<file path="config.mk">
export PLATFORM = sky130hd
export DESIGN_NAME = wb_spi_master
export DESIGN_NICKNAME = d
export VERILOG_FILES = /design/src/rtl/wb_spi_master.sv
export SDC_FILE = /design/constraint.sdc
export NUM_CORES = 1
export LEC_CHECK = 0
export ABC_AREA = 0
export CAP_MARGIN = 20
export CORE_MARGIN = 5
export CORE_UTILIZATION = 45
export DETAILED_ROUTE_END_ITERATION = 10
export PLACE_DENSITY_LB_ADDON = 0.05
export SLEW_MARGIN = 20
export SYNTH_ARGS = -nofsm -noshare
export SYNTH_HDL_FRONTEND = slang
export SYNTH_SLANG_ARGS = --single-unit
</file>
<file path="constraint.sdc">
create_clock -name clk_i -period 4.1 [get_ports clk_i]
set_input_delay 0.82 -clock clk_i [delete_from_list [all_inputs] [get_ports clk_i]]
set_output_delay 0.82 -clock clk_i [all_outputs]
set_load 0.1 [all_outputs]
</file>
<file path="src/rtl/wb_spi_master.sv">
// Wishbone SPI master: single-byte, full-duplex SPI mode-0 transfers.
// Registers: DATA, STATUS, DIV, reserved; SCK half-period is (div+1) clocks.
module wb_spi_master #(
  parameter logic [7:0] CLK_DIV_RST = 8'd1
) (
  input  logic        clk_i,
  input  logic        rst_ni,
  input  logic        wb_cyc_i,
  input  logic        wb_stb_i,
  input  logic        wb_we_i,
  input  logic [3:0]  wb_adr_i,
  input  logic [31:0] wb_dat_i,
  output logic [31:0] wb_dat_o,
  output logic        wb_ack_o,
  output logic        wb_err_o,
  output logic        wb_stall_o,
  output logic        sck_o,
  output logic        mosi_o,
  input  logic        miso_i,
  output logic        cs_no
);

  typedef enum logic [1:0] {
    IDLE,
    CS_SETUP,
    SHIFT,
    CS_HOLD
  } state_t;

  state_t state, state_n;

  logic [7:0]  div_q;
  logic [7:0]  div_lat;
  logic [7:0]  div_cnt;
  logic [3:0]  half_cnt;
  logic [7:0]  tx_shift;
  logic [7:0]  rx_shift;
  logic [7:0]  rx_byte;
  logic        rx_valid;
  logic        busy;
  logic        req;
  logic        reject;
  logic        start;
  logic        half_end;
  logic        done;
  logic [1:0]  reg_sel;
  logic [31:0] rd_data;
  logic        unused;

  assign unused     = ^{wb_adr_i[1:0], wb_dat_i[31:8]};
  assign wb_stall_o = 1'b0;
  assign reg_sel    = wb_adr_i[3:2];
  assign req        = wb_cyc_i & wb_stb_i;
  assign busy       = (state != IDLE);
  assign reject     = req & wb_we_i & busy &
                      ((reg_sel == 2'd0) | (reg_sel == 2'd2));
  assign start      = req & wb_we_i & ~busy & (reg_sel == 2'd0);
  assign half_end   = (div_cnt == div_lat);

  always_comb begin
    state_n = state;
    done    = 1'b0;
    unique case (state)
      IDLE:     if (start) state_n = CS_SETUP;
      CS_SETUP: if (half_end) state_n = SHIFT;
      SHIFT: begin
        if (half_end && half_cnt == 4'd15)
          state_n = CS_HOLD;
      end
      CS_HOLD: begin
        if (half_end) begin
          state_n = IDLE;
          done    = 1'b1;
        end
      end
      default:  state_n = IDLE;
    endcase
  end

  always_ff @(posedge clk_i or negedge rst_ni) begin
    if (!rst_ni) state <= IDLE;
    else         state <= state_n;
  end

  // Both counters restart whenever the FSM changes state.
  always_ff @(posedge clk_i or negedge rst_ni) begin
    if (!rst_ni) begin
      div_cnt  <= 8'd0;
      half_cnt <= 4'd0;
    end else if (state_n != state) begin
      div_cnt  <= 8'd0;
      half_cnt <= 4'd0;
    end else if (busy) begin
      if (half_end) begin
        div_cnt  <= 8'd0;
        half_cnt <= half_cnt + 4'd1;
      end else begin
        div_cnt  <= div_cnt + 8'd1;
      end
    end
  end

  always_ff @(posedge clk_i or negedge rst_ni) begin
    if (!rst_ni) begin
      sck_o    <= 1'b0;
      mosi_o   <= 1'b0;
      cs_no    <= 1'b1;
      tx_shift <= 8'd0;
      rx_shift <= 8'd0;
      div_lat  <= 8'd0;
    end else begin
      if (start) begin
        tx_shift <= wb_dat_i[7:0];
        mosi_o   <= wb_dat_i[7];
        cs_no    <= 1'b0;
        div_lat  <= div_q;
      end
      if (state == SHIFT && half_end) begin
        if (half_cnt == 4'd15) begin
          sck_o <= 1'b0;
        end else begin
          sck_o <= ~sck_o;
          if (!sck_o) begin
            rx_shift <= {rx_shift[6:0], miso_i};
          end else begin
            tx_shift <= {tx_shift[6:0], 1'b0};
            mosi_o   <= tx_shift[6];
          end
        end
      end
      if (done) cs_no <= 1'b1;
    end
  end

  always_comb begin
    rd_data = 32'd0;
    unique case (reg_sel)
      2'd0:    rd_data = {24'd0, rx_byte};
      2'd1:    rd_data = {30'd0, rx_valid, busy};
      2'd2:    rd_data = {24'd0, div_q};
      default: rd_data = 32'd0;
    endcase
  end

  // A completing transfer wins over a same-cycle DATA read clearing rx_valid.
  always_ff @(posedge clk_i or negedge rst_ni) begin
    if (!rst_ni) begin
      div_q    <= CLK_DIV_RST;
      rx_byte  <= 8'd0;
      rx_valid <= 1'b0;
      wb_ack_o <= 1'b0;
      wb_err_o <= 1'b0;
      wb_dat_o <= 32'd0;
    end else begin
      wb_ack_o <= req & ~reject;
      wb_err_o <= reject;
      wb_dat_o <= (req & ~wb_we_i) ? rd_data : 32'd0;
      if (req & wb_we_i & ~reject & (reg_sel == 2'd2))
        div_q <= wb_dat_i[7:0];
      if (req & ~wb_we_i & (reg_sel == 2'd0))
        rx_valid <= 1'b0;
      if (done) begin
        rx_valid <= 1'b1;
        rx_byte  <= rx_shift;
      end
    end
  end

endmodule
</file>
==> impl_metrics.yaml, run 1 <==
detailed_routing:
  drc: 0
  top_layer_used: "met4"
  routedLengthMet1_um: 3070
  drt_first_pass_iters: 4
  vias_per_cell: 5.13
  wl_met2_um: 3300
  route.met3.wl_um: 244
  vias: 2140
  ant_nets: 0
  wl_um: 6690
  wire_per_inst_um: 16.0
  drtIter0Drc: 71
synth:
  syn_area_um2: 3300
  synth-edff-count: 0
  synth_ff_type: "dfrtp_1"
  avgSynthCellArea_um2: 11.7
  synth_seq_area_share_pct: 50.9
  ys_warn_count: 0
  async_flop_share_pct: 100
  synth.ff_latch_count: 67
  netlist_instances: 283
  ys_types: 47
floorplan:
  start_util_pct: 46.0
  die_h_um: 95.6
  dieArea_um2: 9140
  die_x_um: 95.6
  placementRows: 31
  io_pins: 80
  core_area_um2: 7180
clock_network:
  holdBufCountCts: 0
  clockBufferDepth: 2
  postCtsSetupRepairBufs: 0
  clock_latency_ns: 0.34
  cts-resized-gates: 0
  cts_num_sinks: 67
  clkTransAtPathRegs_ns: 0.07
  tritoncts: "done"
  cts-root-buf: "clkbuf_8"
  numCtsBuffers: 9
  cts-htree-levels: 3
placed_design:
  dpl.hpwl_um: 4710
  gp_congestion: 0.761
  numPortBuffers: 28
  placedCellCount: 401
timing:
  final-max-slew-violation-count: 0
  setup_tns_ns: 0
  post-route-period-util_pct: 68.9
  hold_viol: 0
  worstMarginPinSlew_ns: 0.990
  finClkSkew_ns: 0.00879
  max_clock_freq_mhz: 354
  relSlewSlack_pct: 33.8
  setup_viol: 0
  grt_setup_unrepaired: "false"
  min_period_ns: 2.83
finish:
  layout_commonest_cell: "dfrtp_1"
  fin_cells: 417
  final_cell_mix: "dfrtp_1, mux2_2, clkdlybuf4s50_1, conb_1, nand2_1"
  fillers: 653
  area_growth_pct: 14.8
  diodes: 0
  fin_nets: 357
  drive_gt1_share_pct: 24.2
power_and_ir_drop:
  power.leakage_nw: 1.63
  power_density_nw_per_um2: 686
  vdd_drop_max_mv: 0.274
worst_setup_path:
  cp.required_ns: 3.28
  r2r_slack_ns: 1.86
  critPathTopFamily: "buffers and inverters"
  worst_path_max_delay_cell: "clkdlybuf4s50_1"
  cp-end-kind: "output pin"
  cp_cell_sequence: "clkdlybuf4s50_1"
  start_kind: "register"
  crit_arrival_ns: 2.01
  cp_max_fo: 2
  crit_buf_inv: 1
  critPathMaxStageDelay_ns: 1.13
  crit_type: "reg -> out"
worst_hold_path:
  hold_path_class: "in -> async"
global_route:
  grt_pass1_wl_um: 11100
  grt_use_total_pct: 16.2
  globalRouteOverflowTotal: 0
  first_global_vias: 2149
  antenna_found_initial: 0
  grt_start_max_net_pins: 52
run_status:
  status: "complete, no violations"
flow_run:
  drv_cap: 0
layout make-up:
type / instances / area (um2) / area share, %
well taps: 99 / 124 / 3.27
flip-flops and latches: 67 / 1680 / 44.3
clock buffers: 11 / 151 / 4.00
multi-input cells: 199 / 1460 / 38.4
repair buffers: 31 / 298 / 7.86
clock inverters: 5 / 61.3 / 1.62
inverters: 5 / 18.8 / 0.496
cell usage after synthesis, types with 3 or more instances:
master	n	area, um2
nor3_1	3	15.0
clkbuf_1	5	18.8
mux2i_1	7	70.1
nor2_1	10	37.5
buf_2	5	25.0
or3_1	3	18.8
a21oi_1	4	20.0
o211ai_1	9	67.6
nand3_1	12	60.1
o21ai_0	13	65.1
mux2_2	44	495
nand2_1	19	71.3
inv_1	5	18.8
nor4_1	3	18.8
xnor2_1	9	78.8
buf_4	25	188
dfrtp_1	65	1630
per-stage QoR:
step           total power (W)  util (%)  hold slack, ns  worst slack [ns]  instance area [um2]
3_3_place_gp           0.00203      49.8           0.489              1.20                 3570
3_5_place_dp           0.00204      49.8           0.495              1.17                 3570
6_report               0.00260      52.8           0.392              1.27                 3790
2_1_floorplan          0.00183         -           0.469              2.11                 3390
4_1_cts                0.00262      52.8           0.391              1.26                 3790
5_1_grt                0.00276      52.8           0.410              1.23                 3790
where the power goes:
part | leakage [nW] | total [W] | switching [W] | internal [W]
registers | 0.854 | 0.00105 | 0.000175 | 0.000871
clock network | 0.0978 | 0.000575 | 0.000260 | 0.000315
logic | 0.681 | 0.000977 | 0.000630 | 0.000347
total | 1.63 | 0.00260 | 0.00106 | 0.00153
final timing paths:
| check | endpoint | cells past startpoint | from |
|---|---|---|---|
| hold reg to reg | rx_byte[3] | 1 | rx_byte[3] |
| setup / recovery | cs_no | 1 | cs_no |
| max in group asynchronous | tx_shift[4] | 2 | rst_ni |
| min in group clk_i | rx_byte[3] | 1 | rx_byte[3] |
| setup reg to reg | rx_byte[2] | 4 | div_cnt[2] |
| hold / removal | wb_err_o | 1 | rst_ni |
registers in the layout (all words and copies together), names as in the netlist:
name      cells
rx_valid      1
wb_ack_o      1
half_cnt      4
div_lat       8
mosi_o        1
div_q         8
div_cnt       8
tx_shift      7
rx_shift      8
state         2
sck_o         1
wb_dat_o      8
wb_err_o      1
rx_byte       8
cs_no         1
routing by layer:
metal | global-route usage [%] | vias to the layer above
met5 | 0 | -
met4 | 6.04 | 0
met3 | 4.42 | 8
met2 | 25.9 | 31
met1 | 21.0 | 1078
li1 | - | 1023
kinds of logic (layout without fill, tap and decap cells):
group / count (synthesis) / in the layout / synth area share, %
and+or+nand+nor: 71 / 71 / 12.7
AOI/OAI and AO/OA: 39 / 39 / 7.62
DFF: 67 / 67 / 50.9
buffers and inverters: 41 / 52 / 7.70
adders and majority gates: 2 / 2 / 0.759
muxes: 53 / 53 / 17.8
other: 1 / 25 / 0.114
xor gates and xnor gates: 9 / 9 / 2.39
No activity file was read; power rests on OpenSTA's default activity.
==> run 2, diff against run 1 <==
clock period = 2.6 ns   (was 4.1 ns; I/O delays follow)
==> impl_metrics.yaml, run 2 (same netlist as run 1, synthesis figures left out) <==
finish:
  drive_gt1_share_pct: 29.8
  diodes: 0
  area_growth_pct: 15.7
  final_cell_mix: "dfrtp_1, mux2_2, conb_1, buf_4, nand2_1"
  layout_commonest_cell: "dfrtp_1"
  fin_nets: 365
detailed_routing:
  vias_per_cell: 5.05
  wl_um: 6750
  vias: 2148
  ant_nets: 0
  drt_first_pass_iters: 4
  wire_per_inst_um: 15.9
  drtIter0Drc: 85
  drc: 0
worst_setup_path:
  cp.required_ns: 2.79
  crit_type: "reg -> reg"
  start_kind: "register"
  timing.rr.end: "div_cnt[5]"
  cp_max_fo: 10
  rr_startpoint: "div_cnt[4]"
  cp-end-kind: "register"
  reg2reg_depth: 5
  r2r_slack_ns: 0.59
  crit_arrival_ns: 2.21
clock_network:
  numCtsBuffers: 9
  clock_latency_ns: 0.34
  tritoncts: "done"
  holdBufCountCts: 0
  cts-root-buf: "clkbuf_8"
  cts_num_sinks: 67
  postCtsSetupRepairBufs: 0
  cts-htree-levels: 3
  cts-resized-gates: 0
  clkTransAtPathRegs_ns: 0.07
  clockBufferDepth: 2
timing:
  worstMarginPinSlew_ns: 0.531
  relSlewSlack_pct: 64.6
  max_clock_freq_mhz: 497
  setup_viol: 0
  grt_setup_unrepaired: "false"
  min_period_ns: 2.01
  finClkSkew_ns: 0.00860
  post-route-period-util_pct: 77.5
  setup_tns_ns: 0
  final-max-slew-violation-count: 0
  hold_viol: 0
  finalWorstSetupSlack_ns: 0.586
floorplan:
  core_area_um2: 7180
  die_x_um: 95.6
  die_h_um: 95.6
  placementRows: 31
  dieArea_um2: 9140
  io_pins: 80
  start_util_pct: 46.0
global_route:
  antenna_found_initial: 0
  grt_pass1_wl_um: 11300
  globalRouteOverflowTotal: 0
  first_global_vias: 2179
  grt_use_total_pct: 16.6
  grt_start_max_net_pins: 47
power_and_ir_drop:
  power_density_nw_per_um2: 1080
  vdd_drop_max_mv: 0.627
  power.leakage_nw: 1.70
placed_design:
  post-place-ws_ns: 0.292
  dpl.hpwl_um: 4830
  gp_congestion: 0.776
  numPortBuffers: 28
flow_run:
  drv_cap: 0
worst_hold_path:
  hold_path_class: "in -> async"
run_status:
  status: "complete, no violations"
[run 2: cell types whose count changed in the layout (fill, tap and decap cells not counted), moves of 2 or more]
cell / before / now
clkbuf_8: 11 / 9
clkdlybuf4s50_1: 27 / 14
clkinvlp_4: 3 / 0
buf_4: 3 / 23
clkinv_4: 1 / 4
[run 2: per-stage QoR]
stage | utilization [%] | instances | area, um2 | hold WS, ns | power (W)
2_1_floorplan | - | 307 | 3390 | 0.224 | 0.00289
3_3_place_gp | 50.4 | 409 | 3610 | 0.490 | 0.00326
3_5_place_dp | 50.4 | 409 | 3610 | 0.494 | 0.00327
4_1_cts | 53.2 | 425 | 3820 | 0.146 | 0.00416
5_1_grt | 53.2 | 425 | 3820 | 0.170 | 0.00440
6_report | 53.2 | 425 | 3820 | 0.154 | 0.00412
[run 2: layout make-up]
cell class,instances,area [um2]
Multi-Input combinational cell,199,1460
Inverter,5,18.8
Sequential cell,67,1680
Clock inverter,6,73.8
Fill cell,679,3360
Timing Repair Buffer,39,338
Tap cell,99,124
Clock buffer,10,128
[run 2: critical path, cell delays in order, from the launching register on]
cell and delay, ns:
dfrtp_1 0.45, xnor2_1 0.24, nand4_2 0.29, buf_4 0.27, o21ai_1 0.42, o211ai_1 0.19
[run 2: report_power, final]
part           switching [W]  internal (W)  leakage [nW]
clock               0.000423      0.000453         0.101
combinational        0.00101      0.000587         0.745
sequential          0.000271       0.00137         0.854
total                0.00171       0.00241          1.70
[run 2: worst max path at each step]
stage / startpoint / endpoint / slack (ns)
6_report: div_cnt[4] / div_cnt[5] / 0.59
5_1_grt: div_cnt[1] / div_cnt[5] / 0.43
4_1_cts: div_cnt[4] / rx_byte[2] / 0.59
3_5_place_dp: wb_adr_i[3] / mosi_o / 0.29
3_3_place_gp: wb_adr_i[3] / mosi_o / 0.28
2_1_floorplan: sck_o / rx_shift[1] / 0.70
[run 2: layer usage]
layer	up-vias	part of all wire, %	track usage, %
li1	1032	-	-
met1	1076	45	21.6
met2	36	51	25.9
met3	4	3.8	6.08
met4	0	0.67	4.98
met5	-	0	0
==> run 3, diff against run 2 <==
clock period = 2.05 ns   (was 2.6 ns; I/O delays follow)
==> impl_metrics.yaml, run 3 (same netlist as run 1, synthesis figures left out) <==
run_status:
  status: "complete, no violations"
clock_network:
  cts-resized-gates: 0
  cts-root-buf: "clkbuf_8"
  cts_num_sinks: 67
  numCtsBuffers: 9
  cts-htree-levels: 3
  tritoncts: "done"
  clockBufferDepth: 2
  postCtsSetupRepairBufs: 0
  clock_latency_ns: 0.34
  holdBufCountCts: 0
  clkTransAtPathRegs_ns: 0.08
timing:
  max_clock_freq_mhz: 528
  setup_viol: 0
  hold_slack_ns: 0.0667
  finClkSkew_ns: 0.00805
  min_period_ns: 1.89
  final-max-slew-violation-count: 0
  post-route-period-util_pct: 92.4
  hold_viol: 0
  grt_setup_unrepaired: "false"
flow_run:
  drv_cap: 0
finish:
  finalInstanceArea_um2: 3950
  area_growth_pct: 19.7
  fin_cells: 434
  layout_commonest_cell: "dfrtp_1"
  fillers: 639
  final_core_util_pct: 55.0
  drive_gt1_share_pct: 31.6
  diodes: 0
  final_cell_mix: "dfrtp_1, mux2_2, buf_4, conb_1, nand2_1"
  fin_nets: 374
floorplan:
  die_x_um: 95.6
  die_h_um: 95.6
  dieArea_um2: 9140
  placementRows: 31
  start_util_pct: 46.0
  io_pins: 80
  core_area_um2: 7180
worst_setup_path:
  r2r_slack_ns: 0.16
  cp.required_ns: 2.27
  rr_startpoint: "div_cnt[1]"
  crit_type: "reg -> reg"
  start_kind: "register"
  cp-end-kind: "register"
  timing.rr.end: "rx_shift[7]"
  cp_max_fo: 9
  reg2reg_depth: 5
  crit_arrival_ns: 2.12
power_and_ir_drop:
  clkPwrFrac_pct: 24.1
  power_frac_seq_pct: 37.2
  p_int_w: 0.00340
  vdd_drop_max_mv: 0.590
  power_density_nw_per_um2: 1420
  power_switching_w: 0.00221
  swShare_pct: 39.4
  power.leakage_nw: 1.78
  p_comb_share_pct: 38.7
placed_design:
  placedCellCount: 418
  dpl.hpwl_um: 4900
  gp_congestion: 0.788
  post_dp_cell_area_um2: 3710
  numPortBuffers: 28
detailed_routing:
  ant_nets: 0
  vias_per_cell: 5.08
  drtIter0Drc: 63
  drt_first_pass_iters: 4
  vias: 2206
  wl_um: 7070
  wire_per_inst_um: 16.3
  drc: 0
worst_hold_path:
  hold_path_class: "in -> async"
global_route:
  globalRouteOverflowTotal: 0
  first_global_vias: 2188
  grt_use_total_pct: 16.6
  grt_start_max_net_pins: 68
  antenna_found_initial: 0
  grt_pass1_wl_um: 11300
-- run 3: cell types whose count changed in the layout (fill, tap and decap cells not counted), sizes merged --
| cell | previous run | this run |
|---|---|---|
| clkinv | 4 | 2 |
| bufinv | 1 | 3 |
| buf | 25 | 34 |
-- run 3: worst max-delay path: stages (launching register included) --
cell and delay (ns):
dfrtp_1 0.43, xnor2_1 0.24, nand4_2 0.32, nor3_4 0.23, buf_4 0.21, mux2_2 0.34
-- run 3: worst max path at each step --
stage                     slack [ns]   startpoint          end  depth (start not counted)
after global routing            0.04   div_cnt[1]   rx_byte[2]                          5
after detailed placement       -0.07  wb_adr_i[2]  tx_shift[4]                          5
after floorplan                 0.15        sck_o  rx_shift[1]                          3
after CTS                       0.14   div_cnt[1]   rx_byte[2]                          5
after global placement         -0.06  wb_adr_i[2]  tx_shift[4]                          5
final                           0.16   div_cnt[1]  rx_shift[7]                          5
-- run 3: layer usage --
layer  up-vias  part of all wire [%]  GRT usage (%)
li1       1065                     -              -
met5         -                     0              0
met2        34                    50           26.8
met3         8                   3.1           4.03
met1      1099                    46           21.9
met4         0                   1.2           5.69
-- run 3: area by class of cell --
class	instances	area (um2)	share of cell area, %
Clock buffer	10	128	3.23
Clock inverter	6	113	2.85
Inverter	5	18.8	0.475
Multi-Input combinational cell	199	1460	36.9
Sequential cell	67	1680	42.5
Tap cell	99	124	3.14
Timing Repair Buffer	48	430	10.9
-- run 3: power by group through the flow --
stage	Sequential [W]	Clock (W)	Combinational (W)
3_5_place_dp	0.00212	0	0.00217
2_1_floorplan	0.00224	0	0.00142
6_report	0.00209	0.00135	0.00217
3_3_place_gp	0.00211	0	0.00215
4_1_cts	0.00209	0.00138	0.00219
5_1_grt	0.00215	0.00144	0.00235
-- run 3: stage by stage --
| stage | power (W) | TNS (ns) | worst slack, ns |
|---|---|---|---|
| floorplan | 0.00366 | 0 | 0.148 |
| finish | 0.00562 | 0 | 0.156 |
| CTS | 0.00566 | 0 | 0.142 |
| detailed placement | 0.00429 | -0.629 | -0.0681 |
| global placement | 0.00426 | -0.525 | -0.0552 |
| global route | 0.00594 | 0 | 0.0399 |
